--- config.mk ---
export PLATFORM = sky130hd
export DESIGN_NAME = reg_bank
export DESIGN_NICKNAME = d
export VERILOG_FILES = /design/src/rtl/reg_bank.sv
export SDC_FILE = /design/constraint.sdc
export NUM_CORES = 1
export LEC_CHECK = 0
export BUFFER_PORTS_ARGS = -buffer_cell sky130_fd_sc_hd__buf_2
export CORE_MARGIN = 5
export CORE_UTILIZATION = 45
export DETAILED_ROUTE_END_ITERATION = 12
export GPL_ROUTABILITY_DRIVEN = 1
export HOLD_SLACK_MARGIN = 0.15
export PLACE_DENSITY = 0.71
export SYNTH_ARGS = -nofsm -noshare
export SYNTH_HDL_FRONTEND = slang
export SYNTH_SLANG_ARGS = --single-unit
--- constraint.sdc ---
create_clock -name clk -period 3.55 [get_ports clk]
set_input_delay 0.71 -clock clk [delete_from_list [all_inputs] [get_ports clk]]
set_output_delay 0.71 -clock clk [all_outputs]
set_load 0.01 [all_outputs]
--- src/rtl/reg_bank.sv ---
// General-purpose register bank: one write port, two registered read ports, per-register busy scoreboard.
// Latency: reads return 1 cycle after the request; writes are visible to reads from the next cycle on.
// Backpressure: none, every enabled request is accepted. `define REG_BANK_BYPASS_EN forwards same-cycle writes to reads.
module reg_bank #(
    parameter int WIDTH    = 16,
    parameter int ADDR_W   = 3,
    parameter int ZERO_REG = 0
) (
    input  logic                   clk,
    input  logic                   reset,
    input  logic                   chip_enable,
    input  logic                   rd_en,
    input  logic [ADDR_W-1:0]      select1,
    input  logic [ADDR_W-1:0]      select2,
    output logic [WIDTH-1:0]       source1,
    output logic [WIDTH-1:0]       source2,
    output logic                   rd_valid,
    output logic                   busy1,
    output logic                   busy2,
    input  logic                   issue_en,
    input  logic [ADDR_W-1:0]      dest,
    input  logic                   wr_en,
    input  logic [ADDR_W-1:0]      wr_addr,
    input  logic [WIDTH-1:0]       dataIn,
    output logic [(2**ADDR_W)-1:0] busy_vec
);
    localparam int DEPTH = 2 ** ADDR_W;

    logic [WIDTH-1:0] mem [DEPTH];
    logic [DEPTH-1:0] busy;
    logic [WIDTH-1:0] rd1_dat, rd2_dat;
    logic             rd1_busy, rd2_busy;
    logic             wr_blocked, iss_blocked;

    assign busy_vec    = busy;
    assign wr_blocked  = (ZERO_REG != 0) && (wr_addr == '0);
    assign iss_blocked = (ZERO_REG != 0) && (dest == '0);

    always_comb begin
        rd1_dat  = mem[select1];
        rd1_busy = busy[select1];
        rd2_dat  = mem[select2];
        rd2_busy = busy[select2];
`ifdef REG_BANK_BYPASS_EN
        if (wr_en && (select1 == wr_addr)) begin
            rd1_dat  = dataIn;
            rd1_busy = 1'b0;
        end
        if (wr_en && (select2 == wr_addr)) begin
            rd2_dat  = dataIn;
            rd2_busy = 1'b0;
        end
`endif
        // The hardwired zero register overrides any forwarded value.
        if ((ZERO_REG != 0) && (select1 == '0)) begin
            rd1_dat  = '0;
            rd1_busy = 1'b0;
        end
        if ((ZERO_REG != 0) && (select2 == '0)) begin
            rd2_dat  = '0;
            rd2_busy = 1'b0;
        end
    end

    always_ff @(posedge clk) begin
        if (reset) begin
            mem      <= '{default: '0};
            busy     <= '0;
            source1  <= '0;
            source2  <= '0;
            busy1    <= 1'b0;
            busy2    <= 1'b0;
            rd_valid <= 1'b0;
        end else begin
            rd_valid <= 1'b0;
            if (chip_enable) begin
                if (rd_en) begin
                    source1  <= rd1_dat;
                    source2  <= rd2_dat;
                    busy1    <= rd1_busy;
                    busy2    <= rd2_busy;
                    rd_valid <= 1'b1;
                end
                if (wr_en && !wr_blocked) begin
                    mem[wr_addr]  <= dataIn;
                    busy[wr_addr] <= 1'b0;
                end
                // Later assignment wins: a same-cycle issue keeps the register busy.
                if (issue_en && !iss_blocked) begin
                    busy[dest] <= 1'b1;
                end
            end
        end
    end
endmodule

* Word level (Yosys, flattened, before mapping)
Index checks and enable logic that the tools add are counted.
Storage, ports and cells: register bits 171, latch bits 0, memory bits (writable) 0, memory bits (read-only) 0, input port bits 34, output and inout port bits 43, word-level logic and storage cells 59, memories 0
Operators by class: add/sub/neg operators 0, $mul 0, div/mod/pow operators 0, $lt $le $gt $ge 10, eq/ne operators 0, shift-type cells 0, mux-type cells 22, bitwise gates (word level) 7, reductions and logical operators 6
Operators with widths (count):
- $bwmux 128 | 1
- $bmux 16 s3 | 2
- $mux 16 | 5
- $demux 16 s3 | 1
- $mux 8 | 4
- $lt 3x4->1 const B | 4
- $ge 4x4->1 const B | 3
- $not 3->4 | 3
- $and 8x8->8 | 1
- $not 8->8 | 1
- $or 8x8->8 | 1
- $bmux 1 s3 | 2
- $demux 1 s3 | 2
- $ge 3x1->1 const B | 2
- $mux 1 | 5
- $lt 4x1->1 const B | 1
- $reduce_and 2->1 | 2
- $logic_and 1x1->1 | 3
- $reduce_or 2->1 | 1
- $not 1->1 | 1

* Longest topological paths before layout
Gate-level depths: netlist of run 1.
depth after elaboration 11, depth in mapped cells 7, mapped depth without buffers 4

* Worst setup path after synthesis of run 1
No wires, ideal clock.
path kind in2reg, start input chip_enable, end register mem[21] in the netlist's numbering, library setup time 0.128 ns, arrival 1.719 ns, required time 3.422 ns, setup slack 1.704 ns, stages 6, path buffers 2, cells stage by stage buf_2 nand2_2 nor3_4 buf_6 mux2i_1 nor2_1
On the way: longest elaborated chain between the ends 1
Ends and longest elaborated chain:
- start: declaration | line 11 | input logic chip_enable,
- $reduce_and 2->1 (no line)
- end signal: indexed assignment | line 85 | mem[wr_addr] <= dataIn;
- end: declaration | line 29 | logic [WIDTH-1:0] mem [DEPTH];
Every way passes these cells. A chain may end at the register's enable or synchronous reset.

* Final worst setup path of run 1
start input chip_enable, end register source2[15]
On the way: longest elaborated chain between the ends 1
Ends and longest elaborated chain:
- $reduce_and 2->1 (no line)
- end signal: assignment | line 79 | source2 <= rd2_dat;
- end: declaration | line 16 | output logic [WIDTH-1:0] source2,
Every way passes these cells.

==> results of run 1 <==
==> cell type report <==
cell class,count,area [sq um]
Clock buffer,19,443
Clock inverter,12,124
Fill cell,1687,8720
Multi-Input combinational cell,731,4310
Sequential cell,171,3420
Tap cell,229,287
Timing Repair Buffer,100,593
==> flip-flops by register name, summed over array words and instances (netlist names) <==
name      count
mem         128
rd_valid      1
source2      16
source1      16
busy1         1
busy_vec      8
busy2         1
==> worst min-delay path, cell delays in order, from the launching register on <==
cell and delay, ns:
dfxtp_1 0.32, nand2_1 0.05, a21oi_1 0.05
==> final timing paths <==
check	endpoint	cells past startpoint	slack (ns)
worst min register to register	mem[33]	2	0.47
worst max-delay path	source2[15]	5	1.50
worst min-delay path	mem[33]	2	0.47
worst max register to register	source2[10]	4	2.28
==> power by group through the flow <==
stage	logic (mW)	registers, mW	clock network, mW
detailed placement	0.441	2.04	0
global placement	0.435	2.04	0
global route	0.486	2.00	1.91
floorplan	0.282	2.04	0
CTS	0.442	1.99	1.83
finish	0.450	1.99	1.81
==> stage by stage <==
step | utilization [%] | hold WS, ns
6_report | 51.3 | 0.469
5_1_grt | 51.3 | 0.489
4_1_cts | 51.3 | 0.470
3_5_place_dp | 48.1 | 0.463
3_3_place_gp | 48.1 | 0.454
2_1_floorplan | - | 0.448
==> per-layer routing <==
metal / GRT usage (%) / up-vias / part of all wire, %
met5: 0 / - / 0.036
met4: 9.28 / 2 / 2.3
met3: 5.13 / 50 / 8.2
met2: 38.2 / 309 / 46
met1: 33.0 / 3463 / 44
li1: - / 3489 / -
==> cells by family (layout without fill, tap and decap cells) <==
group           after synthesis  count (layout)  synth area share (%)
simple gates                357             357                  18.1
compound gates              222             222                  16.0
flops                       171             171                  42.0
mux                         152             152                  18.7
buf+inv                      93             131                  5.30
==> cells in the mapped netlist, types with 3 or more instances <==
cell      count  share of area, %
and2_1        4              0.31
nor2_1       65               3.0
clkbuf_1     44               2.0
dfxtp_1     171                42
mux2i_1     152                19
buf_2        39               2.4
a21oi_1     147               9.0
nor3_1       34               2.1
nand2_1     230                11
nand3_1       3              0.18
nor2b_1       6              0.46
buf_4         7              0.64
a32oi_1       4              0.43
a22oi_1      71               6.5
==> cell usage in the layout (no fill, tap or decap), types with 3 or more instances in the layout <==
cell type	instances
and2_1	4
clkbuf_16	17
buf_4	25
nor3_1	34
mux2i_1	152
nor2b_1	6
nor2_1	63
nand3_1	3
a32oi_1	4
dfxtp_1	171
nand2_1	230
a22oi_1	71
a21oi_1	147
clkinv_2	6
buf_2	73
==> metrics.yaml, run 1 <==
outcome: "completed"
fmax_mhz: 487
setup_violations: 0
r2r-start: "mem[42]"
cts_max_level: 4
placed_area_sq_mm: 0.00861
slowest_stage: "nand2_1"
critical_path.top_delay_family: "buffers and inverters"
hold_violations: 0
ys_async_sr_fraction_pct: 0
dp_worst_setup_slack_ns: 1.11
critPathBufInv: 2
cts_sinks: 171
fin_crit_sh_pct: 57.8
finClkSkew_ns: 0.00612
overflow: 0
critical_path_required_ns: 3.84
firstDrtPassIters: 5
cts_resized: 0
initial_core_util_pct: 45.5
portBuffers: 76
crit_chain: "buf_2 -> nand2_1 -> buf_4 -> a21oi_1 -> nor3_1"
crit_arrival_ns: 2.34
period_needed_ns: 2.05
drive_gt1_share_pct: 13.1
antenna_left: 0
end_kind: "flop"
clk_latency_ns: 0.44
clk_root_buffer_cell: "clkbuf_16"
pwr-share-clk_pct: 42.6
core_area_sq_mm: 0.0179
tightest_slew_ns: 1.03
intPower_mw: 3.17
crit_type: "primary input to flop"
dp_hpwl_mm: 16.2
drtIter0Drc: 776
totalPowerFinal_mw: 4.26
synth_flop_cell: "dfxtp_1"
die_y_um: 145
synth_seq_area_share_pct: 42.0
viasPerCell: 5.79
antenna_found_initial: 1
syn-cell-area_sq_mm: 0.00815
ir_worst_vdd_mv: 0.318
syn_nets: 1029
antenna_cells: 0
vias: 7313
netlist_instances: 995
cts_tree: "yes"
power_density_mw_per_mm2: 464
gp_congestion: 0.797
cts_setup_buffers: 0
pin_count: 77
hp-start: "mem[33]"
synth_edf_count: 0
worstPathMaxFanout: 20
routed_wirelength_mm: 24.9
die_w_um: 145
dpl.cell_count: 1231
rsz0062_at_grt: "no"
fin_nets: 1055
setup_tns_ns: 0
hp-class: "flop to flop"
cts_max_path_buffers: 2
p_switching_mw: 1.09
synth_area_per_cell_sq_um: 8.19
grt_usage_pct: 24.3
grt_pass1_vias: 6891
syn2layout_area_growth_pct: 12.6
grt_max_degree: 172
fin_area_sq_mm: 0.00918
critPathLaunchType: "primary input"
drv_cap: 0
die_area_sq_mm: 0.0209
grt_first_pass_wirelength_mm: 39.0
drc: 0
slowest_delay_ns: 0.53
switching_share_pct: 25.5
clk_pin_slew_ns: 0.06
p_comb_share_pct: 10.6
yosys_warnings: 0
slew_headroom_pct: 31.1
num_rows: 49
drv_slew: 0
post_drt_wl_per_cell_um: 19.7
cts_hold_buffers: 0
instances_no_fill: 1262
synth_seq_cells: 171
numCtsBuffers: 17
seqPwrFrac_pct: 46.9
fin_ws_ns: 1.50
p_leak_nw: 3.56
yosysUniqueCellTypes: 26
worstSetupStartpoint: "chip_enable"
Note: power is estimated with default switching activity, not from simulation.
==> inputs of run 2 (changes only) <==
Settings changed: PLACE_DENSITY 0.71 to 0.74.
Clock period 3.55 ns to 1.6 ns, I/O delays scaled along.
==> metrics.yaml, run 2 (synthesis results as in run 1) <==
portBuffers: 76
setup_tns_ns: 0
syn2layout_area_growth_pct: 19.4
crit_type: "flop to output pin"
num_rows: 49
routed_wirelength_mm: 25.7
overflow: 0
post_drt_wl_per_cell_um: 19.9
multi_input_area_sq_mm: 0.00430
slowest_delay_ns: 0.50
tightest_slew_ns: 0.385
fmax_mhz: 691
cts_max_path_buffers: 2
grt_first_pass_wirelength_mm: 40.4
fillers: 1636
period_needed_ns: 1.45
cts_tree: "yes"
cts_hold_buffers: 0
pin_count: 77
ir_worst_vdd_mv: 0.718
cts_setup_buffers: 0
antenna_found_initial: 0
grt_usage_pct: 24.9
clk_root_buffer_cell: "clkbuf_16"
vias: 7660
slowest_stage: "dfxtp_1"
grt_pass1_vias: 7224
cts_max_level: 4
die_w_um: 145
largest_register_ffs: 128
drv_cap: 0
outcome: "completed"
drive_gt1_share_pct: 15.0
drtIter0Drc: 851
die_y_um: 145
dp_hpwl_mm: 17.2
drv_slew: 0
reg_top3: "mem: 128 flops, source1: 16 flops, source2: 16 flops"
hold_violations: 0
initial_core_util_pct: 45.5
worstPathMaxFanout: 4
firstDrtPassIters: 5
critPathBufInv: 1
clk_pin_slew_ns: 0.06
fin_ws_ns: 0.152
power_density_mw_per_mm2: 1040
drc: 0
gp_congestion: 0.872
crit_chain: "buf_2"
die_area_sq_mm: 0.0209
hp-class: "primary input to flop"
rsz0062_at_grt: "no"
numCtsBuffers: 17
fin_nets: 1082
largest_register: "mem"
fin_util_pct: 54.3
clk_latency_ns: 0.44
cts_sinks: 171
critical_path.top_delay_family: "flip-flops"
critical_path_required_ns: 1.28
totalPowerFinal_mw: 10.1
grt_max_degree: 70
dp_worst_setup_slack_ns: 0.0671
slew_headroom_pct: 74.3
viasPerCell: 5.93
mostFrequentLayoutCells: "nand2_1 (230), dfxtp_1 (171), mux2i_1 (152)"
critPathLaunchType: "flop"
end_kind: "output pin"
cts_resized: 0
p_leak_nw: 3.81
setup_violations: 0
seq_area_sq_mm: 0.00342
antenna_left: 0
fin_crit_sh_pct: 90.5
finClkSkew_ns: 0.0139
core_area_sq_mm: 0.0179
crit_arrival_ns: 1.13
final_common_cell: "nand2_1"
-- run 2: cell count changes in the layout (fill, tap and decap cells not counted), sizes merged --
cell	delta
clkbuf	+3
inv	+1
buf	+27
bufinv	+3
diode	+1
clkinv	-6
-- run 2: power breakdown --
part / switching (mW) / internal, mW / leakage [nW] / total, mW
Sequential: 0.0767 / 4.36 / 1.39 / 4.44
Combinational: 0.652 / 0.436 / 2.11 / 1.09
Clock: 1.70 / 2.86 / 0.315 / 4.56
-- run 2: worst paths after layout --
kind | from | endpoint | slack, ns | depth (start not counted)
max | busy_vec[1] | busy_vec[1] | 0.15 | 1
min | dataIn[3] | mem[3] | 0.20 | 3
max reg2reg | busy_vec[7] | busy2 | 0.35 | 4
min reg2reg | mem[99] | mem[99] | 0.47 | 2
-- run 2: cell type report --
type,instances,area share (%)
multi-input cells,731,44.2
clock inverters,10,1.90
clock buffers,22,4.77
well taps,229,2.94
repair buffers,127,11.0
flip-flops and latches,171,35.2
diodes,1,0.0257
-- run 2: metrics by stage --
step           hold WS [ns]  instance area (sq um)  std cells
2_1_floorplan         0.448                   8150        995
3_3_place_gp          0.454                   9080       1258
6_report              0.202                   9730       1291
5_1_grt               0.199                   9730       1290
4_1_cts               0.193                   9730       1290
3_5_place_dp          0.463                   9080       1258
-- run 2: per-layer routing --
metal | track usage (%) | wire, um
met2 | 38.2 | 11400
met3 | 5.42 | 2710
met1 | 33.9 | 10800
met5 | 0 | 0
met4 | 10.4 | 756
-- run 2: worst reg2reg max path, stage by stage (launching register included) --
cell     delay (ns)
dfxtp_1        0.44
mux2i_1        0.12
a22oi_1        0.29
a21oi_1        0.14
nor3_1         0.18
==> inputs of run 3 (changes only) <==
Settings changed: ABC_AREA from default to 1, CTS_BUF_LIST from default to sky130_fd_sc_hd__clkbuf_16.
==> metrics.yaml, run 3 <==
clk_latency_ns: 0.43
largest_register_ffs: 128
die_area_sq_mm: 0.0219
end_kind: "output pin"
syn_nets: 1337
cts_setup_buffers: 0
hold_violations: 0
numCtsBuffers: 17
core_area_sq_mm: 0.0187
cts_resized: 0
fin_crit_sh_pct: 85.4
synth_top_family_by_area: "simple AND/OR/NAND/NOR gates"
drc: 0
finClkSkew_ns: 0.00651
netlist_instances: 1303
synth_seq_cells: 171
viasPerCell: 5.56
multi_input_area_sq_mm: 0.00403
grt_first_pass_wirelength_mm: 42.8
crit_type: "flop to output pin"
drv_cap: 0
setup_violations: 0
yosysUniqueCellTypes: 21
crit_arrival_ns: 1.05
setup_tns_ns: 0
outcome: "completed"
gp_congestion: 0.869
dp_hpwl_mm: 16.7
portBuffers: 76
fmax_mhz: 732
antenna_left: 0
yosysTopAreaCell: "dfxtp_1"
grt_usage_pct: 24.3
synthAdderAreaFrac_pct: 0
drive_gt1_share_pct: 11.7
cts_tree: "yes"
synth.most_common_cell: "nand2_1"
drtIter0Drc: 811
slowest_delay_ns: 0.44
firstDrtPassIters: 5
grt_pass1_vias: 8258
routed_wirelength_mm: 26.6
synth_flop_cell: "dfxtp_1"
antenna_found_initial: 1
cts_max_level: 4
synthXorXnorAreaFrac_pct: 0
power_density_mw_per_mm2: 1020
fin_ws_ns: 0.233
cts_hold_buffers: 1
fillers: 1849
hp-class: "primary input to flop"
reg_top3: "mem: 128 flops, source1: 16 flops, source2: 16 flops"
period_needed_ns: 1.37
synth-compound-area-share_pct: 19.4
slew_headroom_pct: 76.6
clk_root_buffer_cell: "clkbuf_16"
drv_slew: 0
slowest_stage: "dfxtp_1"
synth_edf_count: 0
mostFrequentLayoutCells: "nand2_1 (323), nand3_1 (204), dfxtp_1 (171)"
dp_worst_setup_slack_ns: 0.208
synthSimpleGateAreaFrac_pct: 27.7
synth_area_per_cell_sq_um: 6.57
tightest_slew_ns: 0.351
yosys-mux-area-fraction_pct: 0
yosysTopAreaCellShare_pct: 40.0
totalPowerFinal_mw: 9.96
rsz0062_at_grt: "no"
synth.area.top_cells: "dfxtp_1 (40%), nand2_1 (14%), nand3_1 (12%)"
num_rows: 50
worstPathMaxFanout: 2
die_w_um: 148
ir_worst_vdd_mv: 0.795
cts_max_path_buffers: 2
syn-cell-area_sq_mm: 0.00855
synth_seq_area_share_pct: 40.0
p_leak_nw: 4.48
crit_chain: "buf_2"
critical_path_required_ns: 1.28
largest_register: "mem"
critical_path.top_delay_family: "flip-flops"
final_common_cell: "nand2_1"
critPathBufInv: 1
clk_pin_slew_ns: 0.07
yosys_warnings: 0
critPathLaunchType: "flop"
synthTopCellsByCount: "nand2_1 (323), nand3_1 (204), dfxtp_1 (171)"
grt_max_degree: 74
cts_sinks: 171
overflow: 0
vias: 8817
seq_area_sq_mm: 0.00342
pin_count: 77
syn2layout_area_growth_pct: 14.6
initial_core_util_pct: 45.7
post_drt_wl_per_cell_um: 16.8
ys_async_sr_fraction_pct: 0
fin_nets: 1373
die_y_um: 148
==> run 3: changes by cell type after synthesis, moves of 10 or more <==
cell      delta
a21oi_1     +23
a22oi_1     -71
buf_4       +10
clkbuf_1    -21
inv_1      +145
mux2i_1    -152
nand2_1     +93
nand3_1    +201
nor2_1      -60
nor3_1      -31
o21ai_0     +89
o21ai_1     +73
==> run 3: logic make-up after synthesis <==
family                 after synthesis
AO/OA/AOI/OAI                      332
flip-flops                         171
buffers and inverters              252
AND/OR/NAND/NOR                    548
==> run 3: final cells by class <==
cell class | instances | area share (%)
sequential | 171 | 34.9
antenna | 1 | 0.0255
clock buffer | 17 | 4.34
inverter | 153 | 5.87
timing repair buffer | 116 | 9.14
tap | 234 | 2.99
multi-input combinational | 880 | 41.1
clock inverter | 14 | 1.60
==> run 3: metal layers <==
| layer | vias to the layer above | GRT usage [%] | part of all wire (%) |
|---|---|---|---|
| li1 | 4318 | - | - |
| met1 | 4040 | 30.7 | 42 |
| met2 | 390 | 39.9 | 46 |
| met3 | 69 | 5.09 | 7.4 |
| met4 | 0 | 11.3 | 4.2 |
| met5 | - | 0 | 0 |
==> run 3: metrics by stage <==
| step | cell area [sq um] | utilization, % | cells | hold WS (ns) |
|---|---|---|---|---|
| 2_1_floorplan | 8550 | - | 1303 | 0.448 |
| 3_3_place_gp | 9210 | 49.2 | 1553 | 0.459 |
| 3_5_place_dp | 9210 | 49.2 | 1553 | 0.466 |
| 4_1_cts | 9800 | 52.4 | 1585 | 0.178 |
| 5_1_grt | 9800 | 52.4 | 1586 | 0.196 |
| 6_report | 9800 | 52.4 | 1586 | 0.184 |
==> run 3: worst paths after layout <==
| path | startpoint | endpoint | slack, ns | depth (start not counted) |
|---|---|---|---|---|
| max | source1[8] | source1[8] | 0.23 | 1 |
| min | chip_enable | rd_valid | 0.18 | 3 |
| max reg2reg | mem[40] | source2[8] | 0.65 | 6 |
| min reg2reg | mem[107] | mem[107] | 0.48 | 2 |
==> run 3: power by group <==
group	total [mW]	switching [mW]	leakage, nW	internal [mW]
combinational	1.35	0.877	2.80	0.471
sequential	4.46	0.0641	1.39	4.39
clock	4.16	1.73	0.287	2.43
